--- config.mk ---
export PLATFORM = sky130hd
export DESIGN_NAME = fetch_unit
export DESIGN_NICKNAME = d
export VERILOG_FILES = /design/src/rtl/fetch_unit.sv
export SDC_FILE = /design/constraint.sdc
export NUM_CORES = 1
export LEC_CHECK = 0
export CAP_MARGIN = 20
export CORE_MARGIN = 2
export CORE_UTILIZATION = 30
export CTS_CLUSTER_DIAMETER = 100
export CTS_CLUSTER_SIZE = 30
export DETAILED_ROUTE_END_ITERATION = 16
export PLACE_DENSITY = 0.56
export SYNTH_ARGS = -nofsm -noshare
export SYNTH_HDL_FRONTEND = slang
export SYNTH_SLANG_ARGS = --single-unit
--- constraint.sdc ---
create_clock -name clk -period 5.6 [get_ports clk]
set_input_delay 0.56 -clock clk [delete_from_list [all_inputs] [get_ports clk]]
set_output_delay 0.56 -clock clk [all_outputs]
set_load 0.03 [all_outputs]
--- src/rtl/fetch_unit.sv ---
// Instruction fetch unit: one outstanding memory read, holds the fetched word until decode accepts it.
// Optional jump predecode on accept is enabled by defining FETCH_JUMP_PREDECODE_EN.
module fetch_unit #(
  parameter logic [31:0] RESET_PC = 32'h0000_0028
) (
  input  logic        clk,
  input  logic        reset_n,
  output logic [31:0] mem_addr,
  output logic        mem_read,
  input  logic        mem_ack,
  input  logic [31:0] mem_rdata,
  input  logic        redir_valid,
  input  logic [31:0] redir_target,
  output logic [31:0] ins,
  output logic [31:0] ins_pc,
  output logic        ins_valid,
  input  logic        ins_ready,
  output logic [15:0] fetch_count
);

  typedef enum logic {StFetch, StHold} state_e;

  state_e      r_state;
  state_e      w_state_d;
  logic [31:0] r_pc;
  logic [31:0] w_pc_d;
  logic [31:0] r_ir;
  logic [31:0] r_ins_pc;
  logic [15:0] r_fetch_count;
  logic [31:0] w_next_pc;
  logic [31:0] w_accept_pc;
  logic        w_capture;
  logic        w_accept;

  // A redirect cancels both the memory ack and the decode handshake in the same cycle.
  assign w_capture = (r_state == StFetch) && mem_ack && !redir_valid;
  assign w_accept  = (r_state == StHold) && ins_ready && !redir_valid;
  assign w_next_pc = r_pc + 32'd4;

`ifdef FETCH_JUMP_PREDECODE_EN
  logic [31:0] w_ins_pc_plus4;
  assign w_ins_pc_plus4 = r_ins_pc + 32'd4;

  always_comb begin
    w_accept_pc = w_next_pc;
    if (r_ir[31:26] == 6'd2) begin
      w_accept_pc = {w_ins_pc_plus4[31:28], r_ir[25:0], 2'b00};
    end
  end
`else
  assign w_accept_pc = w_next_pc;
`endif

  always_comb begin
    w_pc_d = r_pc;
    if (redir_valid) begin
      w_pc_d = {redir_target[31:2], 2'b00};
    end else if (w_accept) begin
      w_pc_d = w_accept_pc;
    end
  end

  // State register
  always_ff @(posedge clk) begin
    if (!reset_n) begin
      r_state <= StFetch;
    end else begin
      r_state <= w_state_d;
    end
  end

  // Next-state logic
  always_comb begin
    w_state_d = r_state;
    if (redir_valid) begin
      w_state_d = StFetch;
    end else begin
      unique case (r_state)
        StFetch: if (mem_ack)   w_state_d = StHold;
        StHold:  if (ins_ready) w_state_d = StFetch;
        default: w_state_d = StFetch;
      endcase
    end
  end

  always_ff @(posedge clk) begin
    if (!reset_n) begin
      r_pc          <= {RESET_PC[31:2], 2'b00};
      r_ir          <= 32'd0;
      r_ins_pc      <= 32'd0;
      r_fetch_count <= 16'd0;
    end else begin
      r_pc <= w_pc_d;
      if (w_capture) begin
        r_ir     <= mem_rdata;
        r_ins_pc <= r_pc;
      end
      if (w_accept) begin
        r_fetch_count <= r_fetch_count + 16'd1;
      end
    end
  end

  // Outputs; mem_read is masked while reset is asserted.
  always_comb begin
    mem_read    = reset_n && (r_state == StFetch);
    mem_addr    = r_pc;
    ins_valid   = (r_state == StHold);
    ins         = r_ir;
    ins_pc      = r_ins_pc;
    fetch_count = r_fetch_count;
  end

endmodule
# After elaboration in Yosys (flattened, before gate mapping)
# Index checks and enable logic that the tools add are counted.
# Widths: inputs -> output; s select.
[word_totals]
input_bits = 69
ff_bits = 113
output_inout_bits = 114
word_cells = 23
[op_classes]
bitwise = 2
mux = 5
n_reduce_logical = 8
add_sub_neg = 2
[op_table]
columns = ["op", "n"]
rows = [
  ["$mux 32", 2],
  ["$add 32x3->32 const B", 1],
  ["$add 16x1->16 const B", 1],
  ["$logic_and 1x1->1", 5],
  ["$mux 1", 2],
  ["$not 1->1", 2],
  ["$pmux 1 s2", 1],
  ["$reduce_bool 2->1", 1],
  ["$reduce_or 2->1", 1],
  ["$logic_not 1->1", 1],
]

# Longest topological paths before layout
# Gate-level depths: netlist of the first run.
[depth]
word_depth = 4
depth_mapped = 7

# Worst setup path before layout of the first run
# OpenSTA, ideal clock, no wires.
[synth_timing]
path_kind = "in2out"
startpoint = "input reset_n"
endpoint = "output mem_read"
arrival_time_ns = 1.836
path_stages = 5
required_ns = 5.040
slack_ns = 3.204
path_cell_list = "clkbuf_1 clkinv_1 clkbuf_1 clkbuf_1 nor2_1"
[synth_via]
elab_chain_len = 1
[synth_lines]
columns = ["element", "line", "source"]
rows = [
  ["start, declared", "7", "input logic reset_n,"],
  ["$logic_and 1x1->1", "106", "mem_read = reset_n && (r_state == StFetch);"],
  ["end, declared", "9", "output logic mem_read,"],
]
# No other way between the ends.

# Worst setup path after layout of the first run
# Same ends and word-level chain as after synthesis.

==> impl_metrics.py, run 1 <==
metrics = {
    "run_status": {
        "outcome": "completed",
    },
    "grt": {
        "grt_pass1_vias": 4602,
        "grt-busiest-layer": "met2",
        "grtUsageMet2": 0.287,
        "grt_pass1_wl_um": 23400,
        "grt_usage": 0.178,
        "globalRouteOverflowTotal": 0,
        "grt_max_degree": 88,
        "use_met3": 0.0501,
        "antenna_found_initial": 0,
        "grt_use_met1": 0.232,
    },
    "timing": {
        "fin_skew_ps": 5.63,
        "slew_headroom": 0.353,
        "finalHoldViolations": 0,
        "final-setup-viol-count": 0,
        "post-route-period-util": 0.481,
        "slew_violations": 0,
        "worst_slew_pin_slew_ps": 971,
        "max_freq_mhz": 372,
        "final.setup.worst_slack_ps": 2910,
        "fin_hold_ws_ps": 454,
        "rsz0062_at_grt": "false",
        "tns_ps": 0,
        "fin_crit_ps": 2690,
    },
    "clocking": {
        "path_clk_slew_ps": 70,
        "cts_buffers": 9,
        "ctsLongestPathBuffers": 2,
        "htree_levels": 3,
        "postCtsResizedCells": 0,
        "postCtsSetupBuffers": 0,
        "clockRootBuffer": "clkbuf_16",
        "cts_tree": "built",
        "cts_hold_buf": 0,
        "worstSkewPairLatency_ps": 350,
        "cts_sinks": 109,
    },
    "routing": {
        "post_drt_wl_per_cell_um": 15.7,
        "drc_errors": 0,
        "via_per_inst": 5.13,
        "antenna_left": 0,
        "vias": 4752,
        "wl_um": 14600,
        "drtPass1Iterations": 5,
        "drt_iter0_drc": 268,
    },
    "synthesis": {
        "synth_ff_type": "dfxtp_1",
        "ys_seq_area_frac": 0.471,
        "synth_warnings": 0,
        "syn_avg_cell_area_um2": 7.97,
        "ys_async_sr_fraction": 0,
        "syn_area_mm2": 0.00463,
        "synth_edf_count": 0,
        "synth.distinct_cells": 43,
        "synthCells": 581,
        "ys_ff_latch": 109,
    },
    "finish": {
        "drive_above_1_share": 0.0406,
        "seq_area_mm2": 0.00218,
        "area_growth_pct": 48.0,
        "final_cells": 927,
        "final_util": 0.453,
        "fillers": 1507,
        "final_cell_area_mm2": 0.00685,
        "final_net_count": 806,
        "antennaDiodeCount": 0,
        "multi_input_area_mm2": 0.00227,
    },
    "place": {
        "port_buffers": 176,
        "gp_congestion": 0.764,
        "placed_cell_area_mm2": 0.00652,
        "dpl.hpwl_um": 9830,
        "dp.cells": 912,
        "place_ws_ps": 2870,
    },
    "worst_setup_path": {
        "crit_fanout": 28,
        "worstSetupStartpoint": "reset_n",
        "crit_path_end_kind": "output port",
        "arrival_ps": 2130,
        "startpoint_type": "input port",
        "critPathRequiredTime_ps": 5040,
        "r2r-end": "mem_addr[26]$_SDFFE_PN0P_",
        "reg2reg_slack_ps": 3440,
        "cp-endpoint": "mem_read",
        "rr_worst_depth": 5,
        "path_class": "in -> out",
        "r2r-start": "mem_addr[2]$_SDFFE_PN0P_",
    },
    "die": {
        "die_w_um": 128,
        "initial_core_util": 0.306,
        "dieArea_mm2": 0.0164,
        "coreArea_mm2": 0.0151,
        "ios": 183,
        "chipHeight_um": 128,
        "floorplan.rows": 45,
    },
    "min_path": {
        "hp-start": "ins_pc[4]$_SDFFE_PN0P_",
        "hold_class": "reg -> reg",
        "whs_path_depth": 2,
    },
    "flow_run": {
        "drv_cap": 0,
    },
    "pwr": {
        "p_leak_nw": 2.29,
        "vdd.ir_drop.worst_mv": 0.177,
        "power_density_mw_per_mm2": 268,
        "power_mw": 1.84,
    },
}
worst min-delay path by stage:
stage	to	slack, ps
3_5_place_dp	ins[23]$_SDFFE_PN0P_	450
6_report	ins_pc[4]$_SDFFE_PN0P_	450
4_1_cts	ins[2]$_SDFFE_PN0P_	460
2_1_floorplan	ins[31]$_SDFFE_PN0P_	580
3_3_place_gp	ins[0]$_SDFFE_PN0P_	440
5_1_grt	ins_pc[23]$_SDFFE_PN0P_	470
area by class of cell:
type                            count  area share
Tap cell                          188      0.0343
Inverter                            4     0.00219
Multi-Input combinational cell    428       0.332
Sequential cell                   109       0.318
Clock inverter                      3     0.00986
Clock buffer                       12      0.0389
Timing Repair Buffer              183       0.265
power by group:
| group | internal (mW) | switching [mW] |
|---|---|---|
| Sequential | 0.808 | 0.0388 |
| Clock | 0.426 | 0.282 |
| Combinational | 0.125 | 0.156 |
| Total | 1.36 | 0.477 |
routing by layer:
layer  part of all wire  routed length, um
met4              0.016                233
met3              0.066                964
met2               0.47               6880
met1               0.45               6500
met5                  0                  0
worst max-delay path: stages:
cell             delay [ps]
clkdlybuf4s50_1         450
buf_4                   280
inv_2                    70
nor2_1                   90
clkdlybuf4s50_1         670
cells by family after synthesis:
logic type,Yosys count,share of synthesized area
fa+ha+maj,2,0.00540
other cells,1,0.000810
mux,1,0.00216
xor+xnor,17,0.0322
flops,109,0.471
buf+inv,47,0.0438
compound gates,141,0.171
simple gates,263,0.274
placed cells by master (no fill, tap or decap), types with 8 or more instances in the layout:
| master | n |
|---|---|
| clkdlybuf4s50_1 | 176 |
| nand2_1 | 137 |
| dfxtp_1 | 109 |
| a21oi_1 | 75 |
| o21ai_0 | 33 |
| nor2_1 | 26 |
| nand3_1 | 21 |
| nand4_1 | 16 |
| or3_1 | 11 |
| xor2_1 | 10 |
| and4_1 | 9 |
| or4_1 | 9 |
| clkbuf_16 | 9 |
| and3_1 | 8 |
Yosys cell counts (5+ instances only):
master | instances | area [um2]
nor4_1 | 5 | 31.3
nand2_1 | 137 | 514
a311oi_1 | 6 | 52.6
nand4_1 | 16 | 100
nor3_1 | 6 | 30.0
nor2_1 | 27 | 101
dfxtp_1 | 109 | 2180
or3_1 | 11 | 68.8
nand3_1 | 21 | 105
a211oi_1 | 7 | 52.6
o21ai_0 | 33 | 165
xor2_1 | 10 | 87.6
and3_1 | 8 | 50.1
xnor2_1 | 7 | 61.3
clkbuf_1 | 33 | 124
a31oi_1 | 7 | 43.8
a21oi_1 | 75 | 375
or4_1 | 9 | 67.6
and4_1 | 9 | 78.8
o31ai_1 | 7 | 52.6
flip-flops by register name, summed over array words and instances, names as in the netlist:
| signal | cells |
|---|---|
| ins | 32 |
| fetch_count | 16 |
| mem_addr | 30 |
| ins_valid | 1 |
| ins_pc | 30 |
No activity file was read; power rests on OpenSTA's default activity.
==> run 2: changes to the inputs <==
- PLACE_DENSITY: 0.56 -> 0.58
- clock period: 5.6 -> 2.25 ns (I/O delays scaled with it)
==> impl_metrics.py, run 2 (synthesis results as in run 1) <==
metrics = {
    "run_status": {
        "outcome": "completed",
    },
    "clocking": {
        "cts_buffers": 9,
        "cts_hold_buf": 0,
        "ctsLongestPathBuffers": 2,
        "cts_sinks": 109,
        "cts_tree": "built",
        "postCtsSetupBuffers": 0,
        "path_clk_slew_ps": 70,
        "postCtsResizedCells": 0,
        "clockRootBuffer": "clkbuf_16",
        "worstSkewPairLatency_ps": 350,
        "htree_levels": 3,
    },
    "routing": {
        "vias": 4804,
        "drc_errors": 0,
        "drt_iter0_drc": 282,
        "antenna_left": 0,
        "wl_um": 15000,
        "via_per_inst": 5.04,
        "post_drt_wl_per_cell_um": 15.7,
        "drtPass1Iterations": 4,
    },
    "grt": {
        "globalRouteOverflowTotal": 0,
        "antenna_found_initial": 0,
        "grt_usage": 0.184,
        "grt_pass1_wl_um": 24200,
        "grt_pass1_vias": 4689,
        "grt_max_degree": 45,
    },
    "timing": {
        "finalHoldViolations": 0,
        "final-setup-viol-count": 0,
        "slew_violations": 0,
        "fin_crit_ps": 2030,
        "post-route-period-util": 0.903,
        "final.setup.worst_slack_ps": 218,
        "tns_ps": 0,
        "max_freq_mhz": 492,
        "rsz0062_at_grt": "false",
        "fin_skew_ps": 5.81,
    },
    "worst_setup_path": {
        "crit_fanout": 12,
        "path_class": "reg -> reg",
        "startpoint_type": "flop",
        "critPathRequiredTime_ps": 2530,
        "reg2reg_slack_ps": 220,
        "slowest_delay_ps": 630,
        "r2r-start": "mem_addr[6]$_SDFFE_PN0P_",
        "path_cells": "nand4_4 -> or4_4 -> or4_1 -> a31oi_1",
        "cp-endpoint": "mem_addr[26]$_SDFFE_PN0P_",
        "worstSetupStartpoint": "mem_addr[6]$_SDFFE_PN0P_",
        "slowest_stage": "or4_4",
        "arrival_ps": 2310,
        "r2r-end": "mem_addr[26]$_SDFFE_PN0P_",
        "crit_path_end_kind": "flop",
        "rr_worst_depth": 4,
    },
    "place": {
        "dp.cells": 937,
        "dpl.hpwl_um": 10700,
        "gp_congestion": 0.797,
        "port_buffers": 176,
        "place_ws_ps": 4.10,
    },
    "finish": {
        "drive_above_1_share": 0.0719,
        "layout_common_cells": "clkdlybuf4s50_1 (175), nand2_1 (137), dfxtp_1 (109)",
        "final_common_cell": "clkdlybuf4s50_1",
        "largest_register_ffs": 32,
        "final_cells": 953,
        "antennaDiodeCount": 0,
        "final_net_count": 831,
        "area_growth_pct": 50.9,
    },
    "flow_run": {
        "drv_cap": 0,
    },
    "die": {
        "chipHeight_um": 128,
        "ios": 183,
        "floorplan.rows": 45,
        "coreArea_mm2": 0.0151,
        "die_w_um": 128,
        "initial_core_util": 0.306,
        "dieArea_mm2": 0.0164,
    },
    "min_path": {
        "hold_class": "in -> reg",
    },
    "pwr": {
        "vdd.ir_drop.worst_mv": 0.325,
        "p_leak_nw": 2.39,
        "power_density_mw_per_mm2": 621,
    },
}
## run 2: cell types whose count changed in the layout (fill, tap and decap cells not counted), sizes merged
cell	delta
buf	+26
bufinv	-2
clkbuf	-1
clkdlybuf4s50	-1
clkinv	+2
inv	+2
## run 2: per-stage QoR
| step | instance area, um2 | util | hold WS (ps) | power (mW) |
|---|---|---|---|---|
| 4_1_cts | 6990 | 0.461 | 402 | 4.39 |
| 2_1_floorplan | 4640 | - | 358 | 2.50 |
| 3_5_place_dp | 6720 | 0.444 | 446 | 2.89 |
| 3_3_place_gp | 6720 | 0.444 | 441 | 2.88 |
| 6_report | 6990 | 0.461 | 415 | 4.34 |
| 5_1_grt | 6990 | 0.461 | 420 | 4.53 |
## run 2: layout make-up
class                   count  area, um2
clock buffers              11        233
clock inverters             5       35.0
fillers                  1499       8160
inverters                   4       15.0
multi-input cells         428       2270
flip-flops and latches    109       2180
well taps                 188        235
repair buffers            208       2010
## run 2: worst min-delay path by stage
stage | slack [ps] | endpoint | startpoint | depth (start not counted)
3_3_place_gp | 440 | ins_pc[28]$_SDFFE_PN0P_ | ins_pc[28]$_SDFFE_PN0P_ | 2
2_1_floorplan | 360 | mem_addr[3]$_SDFFE_PN1P_ | redir_target[3] | 2
4_1_cts | 400 | ins[31]$_SDFFE_PN0P_ | mem_rdata[31] | 3
3_5_place_dp | 450 | ins[16]$_SDFFE_PN0P_ | ins[16]$_SDFFE_PN0P_ | 2
5_1_grt | 420 | ins[21]$_SDFFE_PN0P_ | mem_rdata[21] | 3
6_report | 420 | ins[13]$_SDFFE_PN0P_ | mem_rdata[13] | 3
## run 2: per-layer routing
metal	share of wire	track usage	vias up
li1	-	-	2392
met1	0.46	0.243	2272
met2	0.48	0.297	123
met3	0.046	0.0355	17
met4	0.018	0.0718	0
met5	0	0	-
## run 2: worst max-delay path, delay by kind of cell (launching register included)
kind               cells  cell delay [ps]
AOI/OAI and AO/OA      1              170
and+or+nand+nor        3             1310
DFF                    1              480
## run 2: report_power, final
part / switching [mW] / internal (mW)
combinational: 0.420 / 0.338
sequential: 0.0754 / 2.01
clock: 0.737 / 0.757
total: 1.23 / 3.11
